### src/rtl/sipo_pkg.sv
// Shared definitions for the sipo_rx serial receiver: FSM state encoding and
// the bit-count width helper.
package sipo_pkg;

  typedef enum logic [1:0] {
    IDLE   = 2'd0,
    SHIFT  = 2'd1,
    PARITY = 2'd2
  } sipo_state_e;

  // Counter must be able to hold the value WIDTH itself.
  function automatic int cnt_width(input int width);
    return $clog2(width + 1);
  endfunction

endpackage

### src/rtl/sipo_hold_reg.sv
// Output holding register for sipo_rx: P_O/P_VALID with ready handshake and
// overrun pulse. Optional P_ERR storage under SIPO_RX_PARITY_EN.
module sipo_hold_reg #(
  parameter int WIDTH = 4
) (
  input  logic             clk,
  input  logic             rst_n,
  input  logic             word_valid,
  input  logic [WIDTH-1:0] word,
`ifdef SIPO_RX_PARITY_EN
  input  logic             word_err,
  output logic             p_err,
`endif
  input  logic             ready,
  output logic [WIDTH-1:0] data,
  output logic             valid,
  output logic             overrun
);

  logic [WIDTH-1:0] data_r;
  logic             valid_r;
  logic             overrun_r;
`ifdef SIPO_RX_PARITY_EN
  logic             err_r;
`endif

  // Load a completed word when the register is free or being drained, else drop it.
  always_ff @(posedge clk or negedge rst_n) begin
    if (!rst_n) begin
      data_r    <= {WIDTH{1'b0}};
      valid_r   <= 1'b0;
      overrun_r <= 1'b0;
`ifdef SIPO_RX_PARITY_EN
      err_r     <= 1'b0;
`endif
    end else if (word_valid) begin
      if (!valid_r || ready) begin
        data_r    <= word;
        valid_r   <= 1'b1;
        overrun_r <= 1'b0;
`ifdef SIPO_RX_PARITY_EN
        err_r     <= word_err;
`endif
      end else begin
        overrun_r <= 1'b1;
      end
    end else begin
      overrun_r <= 1'b0;
      if (valid_r && ready) begin
        valid_r <= 1'b0;
      end else begin
        valid_r <= valid_r;
      end
    end
  end

  assign data    = data_r;
  assign valid   = valid_r;
  assign overrun = overrun_r;
`ifdef SIPO_RX_PARITY_EN
  assign p_err   = err_r;
`endif

endmodule

### src/rtl/sipo_rx.sv
// Serial-in/parallel-out receiver framed by S_L (0 = boundary, 1 = shift).
// Optional even-parity bit and P_ERR output enabled by SIPO_RX_PARITY_EN.
module sipo_rx
  import sipo_pkg::*;
#(
  parameter int WIDTH     = 4,
  parameter bit MSB_FIRST = 1'b1
) (
  input  logic             clk,
  input  logic             rst_n,
  input  logic             S_I,
  input  logic             S_L,
  output logic [WIDTH-1:0] P_O,
  output logic             P_VALID,
  input  logic             P_READY,
`ifdef SIPO_RX_PARITY_EN
  output logic             P_ERR,
`endif
  output logic             OVERRUN
);

  localparam int CW = cnt_width(WIDTH);
  localparam logic [CW-1:0] CNT_LAST = CW'(WIDTH - 1);

  sipo_state_e      state_r, state_n;
  logic [CW-1:0]    cnt_r, cnt_n;
  logic [WIDTH-1:0] shift_r, shift_n;
  logic [WIDTH-1:0] shift_cap_s;
  logic [WIDTH-1:0] word_s;
  logic             done_s;
`ifdef SIPO_RX_PARITY_EN
  logic             err_s;
`endif

  // Shift register with the new bit inserted at the end selected by MSB_FIRST.
  always_comb begin
    if (MSB_FIRST) begin
      shift_cap_s = {shift_r[WIDTH-2:0], S_I};
    end else begin
      shift_cap_s = {S_I, shift_r[WIDTH-1:1]};
    end
  end

  // State, count and shift register registers.
  always_ff @(posedge clk or negedge rst_n) begin
    if (!rst_n) begin
      state_r <= IDLE;
      cnt_r   <= {CW{1'b0}};
      shift_r <= {WIDTH{1'b0}};
    end else begin
      state_r <= state_n;
      cnt_r   <= cnt_n;
      shift_r <= shift_n;
    end
  end

  // Framing FSM: align on S_L=0, capture WIDTH bits, then flag the word complete.
  always_comb begin
    state_n = state_r;
    cnt_n   = cnt_r;
    shift_n = shift_r;
    done_s  = 1'b0;
    word_s  = shift_cap_s;
`ifdef SIPO_RX_PARITY_EN
    err_s   = 1'b0;
`endif
    case (state_r)
      IDLE: begin
        if (!S_L) begin
          state_n = SHIFT;
          cnt_n   = {CW{1'b0}};
        end else begin
          state_n = IDLE;
        end
      end
      SHIFT: begin
        if (!S_L) begin
          cnt_n   = {CW{1'b0}};
          shift_n = {WIDTH{1'b0}};
        end else begin
          shift_n = shift_cap_s;
          cnt_n   = cnt_r + CW'(1);
          if (cnt_r == CNT_LAST) begin
`ifdef SIPO_RX_PARITY_EN
            state_n = PARITY;
`else
            done_s  = 1'b1;
            state_n = IDLE;
`endif
          end else begin
            state_n = SHIFT;
          end
        end
      end
      PARITY: begin
        if (!S_L) begin
          state_n = SHIFT;
          cnt_n   = {CW{1'b0}};
          shift_n = {WIDTH{1'b0}};
        end else begin
          // Data bits are already complete in shift_r; this edge only samples parity.
          done_s  = 1'b1;
          word_s  = shift_r;
`ifdef SIPO_RX_PARITY_EN
          err_s   = (^shift_r) ^ S_I;
`endif
          state_n = IDLE;
        end
      end
      default: begin
        state_n = IDLE;
        cnt_n   = {CW{1'b0}};
      end
    endcase
  end

  sipo_hold_reg #(
    .WIDTH (WIDTH)
  ) u_hold (
    .clk        (clk),
    .rst_n      (rst_n),
    .word_valid (done_s),
    .word       (word_s),
`ifdef SIPO_RX_PARITY_EN
    .word_err   (err_s),
    .p_err      (P_ERR),
`endif
    .ready      (P_READY),
    .data       (P_O),
    .valid      (P_VALID),
    .overrun    (OVERRUN)
  );

endmodule

### config.mk
export PLATFORM = sky130hd
export DESIGN_NAME = sipo_rx
export DESIGN_NICKNAME = d
export VERILOG_FILES = /design/src/rtl/sipo_pkg.sv /design/src/rtl/sipo_hold_reg.sv /design/src/rtl/sipo_rx.sv
export SDC_FILE = /design/constraint.sdc
export NUM_CORES = 1
export LEC_CHECK = 0
export CORE_AREA = 2 2 39 41
export CTS_CLUSTER_SIZE = 8
export DETAILED_ROUTE_END_ITERATION = 10
export DIE_AREA = 0 0 41 43
export GPL_TIMING_DRIVEN = 0
export PLACE_DENSITY = 0.66
export SYNTH_ARGS = -nofsm -noshare
export SYNTH_HDL_FRONTEND = slang
export SYNTH_SLANG_ARGS = --single-unit
### constraint.sdc
create_clock -name clk -period 2.6 [get_ports clk]
set_clock_uncertainty 0.05 [all_clocks]
set_input_delay 0.52 -clock clk [delete_from_list [all_inputs] [get_ports clk]]
set_output_delay 0.52 -clock clk [all_outputs]
set_load 0.1 [all_outputs]
* After elaboration in Yosys (flattened, before gate mapping) *
Cells that the tools add are included.
W data, S select, Z words.

cells by class
  add/sub/neg operators = 1
  equal/unequal tests = 7
  mux-type cells = 21
  reductions and logical operators = 10

operator list
  kind                   number
  $mux W4                4
  $mux W1                10
  $pmux W4 S2            1
  $mux W3                2
  $ne A2 B2 Y1 const B   3
  $pmux W3 S2            1
  $reduce_and A2 Y1      3
  $pmux W2 S2            1
  $reduce_bool A2 Y1     2
  $add A3 B1 Y3 const B  1
  $eq A3 B2 Y1 const B   1
  $eq A2 B1 Y1 const B   1
  $eq A2 B2 Y1 const B   1
  $logic_not A2 Y1       1
  $mux W2                1
  $ne A2 B1 Y1 const B   1
  $pmux W1 S2            1
  $reduce_or A2 Y1       1
  $logic_and A1 B1 Y1    1
  $logic_not A1 Y1       1
  $logic_or A1 B1 Y1     1

word-level totals
  flip-flop bits (word level) = 15
  input bits = 5
  logic and storage cells = 45

* Longest topological paths before layout *
Gate-level depths: netlist of run 1.

  word-level depth = 6
  gate-level depth with buffers = 5
  mapped depth without buffers = 5

* Hierarchy *
Synthesis of run 1 repeated with hierarchy kept, for this count alone.

second synthesis, totals
  cell total of the unflattened synthesis = 42
  area, all modules = 561.8 µm²

by module, submodules not included
  module         instances  cells each  area each (µm²)  sequential area each (µm²)
  sipo_rx        1          27          315.3            175.2
  sipo_hold_reg  1          15          246.5            150.1

* Worst setup path before layout of run 1 *
No wires, ideal clock.

  path type = register -> register
  start point = register u_hold.valid_r (netlist: u_hold.valid)
  end point = register u_hold.data_r[0] (netlist: u_hold.data[0])
  setup time = 0.125 ns
  arrival = 1.510 ns
  required time = 2.425 ns
  setup slack = 0.914 ns
  cell stages (with the launch flop) = 4
  cells stage by stage = dfrtp_1 -> nand2b_1 -> nor2b_4 -> mux2_2

on the way
  word-level cells in the longest chain between the ends = 3

RTL lines
  element                             RTL line             source
  start: declaration                  sipo_hold_reg.sv:21  logic valid_r;
  start signal: assignment            sipo_hold_reg.sv:52  valid_r <= valid_r;
  $logic_not A1 Y1                    sipo_hold_reg.sv:37  if (!valid_r || ready) begin
  $logic_or A1 B1 Y1                  sipo_hold_reg.sv:37
  $reduce_and A2 Y1 (no source line)  --
  end signal: assignment              sipo_hold_reg.sv:30  data_r <= {WIDTH{1'b0}};
  end signal: assignment              sipo_hold_reg.sv:38  data_r <= word;
  end: declaration                    sipo_hold_reg.sv:20  logic [WIDTH-1:0] data_r;

No other way between the ends.
A chain may end at the register's enable or synchronous reset.

* Worst setup path after layout of run 1 *
  start point = register u_hold.data_r[1] (netlist: u_hold.data[1])
  end point = output P_O[1]

RTL lines
  element           RTL line       source
  end: declaration  sipo_rx.sv:13  output logic [WIDTH-1:0] P_O,

No word-level cell between the ends.

==> results of run 1 <==
## final timing paths
kind / start / end / slack [ns] / cells after the start
setup / recovery: u_hold.data[1] / P_O[1] / 0.28 / 1
hold / removal: shift_r[2] / shift_r[2] / 0.45 / 1
setup reg to reg: cnt_r[0] / u_hold.data[1] / 1.07 / 5
hold reg to reg: shift_r[2] / shift_r[2] / 0.45 / 1
max in group asynchronous: rst_n / u_hold.overrun / 1.58 / 1
min in group asynchronous: rst_n / shift_r[2] / 0.56 / 1
## kinds of logic (layout without fill, tap and decap cells)
| family | after synthesis | in the layout |
|---|---|---|
| compound gates | 5 | 5 |
| xor+xnor | 1 | 1 |
| fa+ha+maj | 2 | 2 |
| buf+inv | 5 | 19 |
| flops | 13 | 13 |
| mux | 5 | 5 |
| simple gates | 10 | 10 |
## cell usage after synthesis (all sizes together)
library cell,count
nand3,2
mux2,4
nand2,3
xor2,1
mux2i,1
dfrtp,13
and2,1
nand2b,1
o211a,1
nor2,1
o21ai,2
ha,2
nor2b,2
buf,1
inv,4
o2bb2ai,2
## routing by layer
layer	vias up	global-route usage [%]	wire, um
li1	166	-	-
met1	174	15.31	361
met2	7	17.19	396
met3	0	3.141	22
met4	0	4.000	0
met5	-	0	0
## flip-flops by register name, summed over array words and instances (netlist names)
register / cells
cnt_r: 3
u_hold.valid: 1
u_hold.overrun: 1
shift_r: 3
state_r: 1
u_hold.data: 4
## final cells by class
type	instances	area, sq um
Buffer	1	7.507
Clock buffer	4	26.28
Fill cell	123	700.7
Inverter	4	15.01
Multi-Input combinational cell	23	188.9
Sequential cell	13	325.3
Tap cell	16	20.02
Timing Repair Buffer	10	100.1
## per-stage QoR
stage	cell area (sq um)	hold slack (ns)	cells	setup WS, ns	power (mW)
4_1_cts	683.2	0.4560	71	0.2646	0.6985
3_5_place_dp	656.9	0.4348	67	0.5652	0.5785
5_1_grt	683.2	0.4859	71	0.2145	0.7261
2_1_floorplan	536.8	0.1744	41	0.9143	0.5022
6_report	683.2	0.4532	71	0.2810	0.6891
3_3_place_gp	656.9	0.4251	67	0.5735	0.5709
## power groups by stage
stage	Combinational [mW]	Sequential [mW]	Clock, mW
after CTS	0.312	0.263	0.123
after global routing	0.326	0.269	0.131
after global placement	0.307	0.263	0
final	0.309	0.262	0.118
after detailed placement	0.311	0.267	0
after floorplan	0.0633	0.439	0
==> impl_metrics.csv, run 1 <==
group,metric,value,unit
status,outcome,"completed",
power_and_ir_drop,p_per_area,1009,mW/mm^2
synth,synth-simple-area-share,11.66,%
critical_path,slowest_delay,1.13,ns
synth,ys_ff_latch,13,
grt,antenna_found_initial,0,
drt,drc,0,
synth,synth.yosys.seq_area_share,60.61,%
synth,avgSynthCellArea,13.09,sq um
min_path,min_path_type,"flop to flop",
synth,synth_fa_ha_area_share,4.662,%
clocking,clock_sinks,13,
power_and_ir_drop,p_int,0.3858,mW
cells_and_area,mostFrequentLayoutCells,"sky130_fd_sc_hd__dfrtp_1, sky130_fd_sc_hd__clkdlybuf4s50_1, sky130_fd_sc_hd__inv_1, sky130_fd_sc_hd__mux2_2",
clocking,numCtsBuffers,3,
critical_path,top_fanout_value_on_the_critical_path,2,
sta,slew-limit-headroom,35.49,%
drt,drt_wl_cell,10.99,um
power_and_ir_drop,ir_drop,654.9,uV
critical_path,critPathCaptureType,"output port",
grt,first_global_vias,342,
synth,synth_cell_types,18,
critical_path,critical_path_class,"flop to output port",
die,core.rowCount,14,
die,core,0.001384,sq mm
sta,timing_worst_slew_pin_value,0.9646,ns
sta,final_hold_viols,0,
cells_and_area,nNetsFinal,63,
clocking,clk_pin_slew,0.07,ns
power_and_ir_drop,leakage,0.3418,nW
power_and_ir_drop,p_sw_share,44.01,%
drt,drt_pre_antenna_iters,4,
clocking,clock_tree.htree_level_count,1,
die,ios,11,
critical_path,worst_path_dominant_cell_family,"buffers and inverters",
grt,gr-total-overflow,0,
sta,fmax,0.4312,GHz
power_and_ir_drop,p_sw,0.3033,mW
power_and_ir_drop,clock_power_share,17.1,%
drt,detail-route-antenna-nets,0,
critical_path,timing.critical_path.buf_inv,1,
critical_path,critPathRequiredTime,2.03,ns
synth,synth_compound_area_share,6.993,%
synth,number_of_instances_in_the_synthesized_netlist,41,
cells_and_area,synthToLayoutAreaGrowth,27.27,%
synth,post-synth-top-area-fraction,60.61,%
synth,yosys_warnings,0,
critical_path,crit_path_cell_trace,"clkdlybuf4s50_1",
critical_path,critical_path.slowest_cell,"sky130_fd_sc_hd__clkdlybuf4s50_1",
clocking,ctsRootBufferMaster,"sky130_fd_sc_hd__clkbuf_4",
clocking,cts.repair.resized,0,
sta,period_needed,2.319,ns
cells_and_area,fin_util,49.37,%
sta,grt_setup_unrepaired,"no",
clocking,tritoncts_clock_tree,"built",
synth,synth_top_family_by_area,"simple AND/OR/NAND/NOR gates",
placement,placer_congestion_estimate,0.6964,
critical_path,cp.arrival,1.75,ns
cells_and_area,antennaDiodeCount,0,
clocking,number_of_setup_buffers_added_after_cts,0,
power_and_ir_drop,seq_power_share,38.1,%
drt,totalWireLength,780,um
drt,route.detailed.vias_per_inst,4.887,
cells_and_area,fraction_of_final_layout_cells_with_drive_strength_greater_than_1,18.18,%
synth,synth_area_leader_cell,"sky130_fd_sc_hd__dfrtp_1",
sta,final_setup_viols,0,
synth,post_synth_xor_area_fraction,1.632,%
placement,portBuffers,10,
critical_path,start_kind,"flop",
grt,grt_first_pass_wirelength,1386,um
die,initial_core_util,38.79,%
grt,grtUsageTotal,11.44,%
placement,place.detailed.hpwl,615.3,um
clocking,insertion_delay,0.26,ns
sta,slew_viols_final,0,
drt,via_count,347,
clocking,cts_hold_buffers,0,
sta,min_period_over_period,89.19,%
sta,tns,0,ns
synth,synth.area.mux_share,10.26,%
synth,synth_nets,48,
drt,detail_route.iter0.violations,2,
die,fp.dieArea,0.001763,sq mm
die,die_h,43,um
power_and_ir_drop,combinational_fraction_of_design_power,44.9,%
die,die_width,41,um
grt,maximum_number_of_pins_on_one_net_before_global_route_repair,14,
clocking,max-clock-path-buffers,2,
synth,netlist_area,536.8,sq um
synth,synth_top_cells_by_area,"sky130_fd_sc_hd__dfrtp_1, sky130_fd_sc_hd__mux2_2, sky130_fd_sc_hd__ha_1, sky130_fd_sc_hd__o2bb2ai_1, sky130_fd_sc_hd__inv_1",
flow_run,cap_violations,0,
cells_and_area,final_common_cell,"sky130_fd_sc_hd__dfrtp_1",
(Power assumes the default switching activity.)
==> inputs of run 2 (changes only) <==
Settings changed: TNS_END_PERCENT from default to 20.
==> results of run 2 <==
The final DEF is identical to that of run 1; final timing and power are the same.
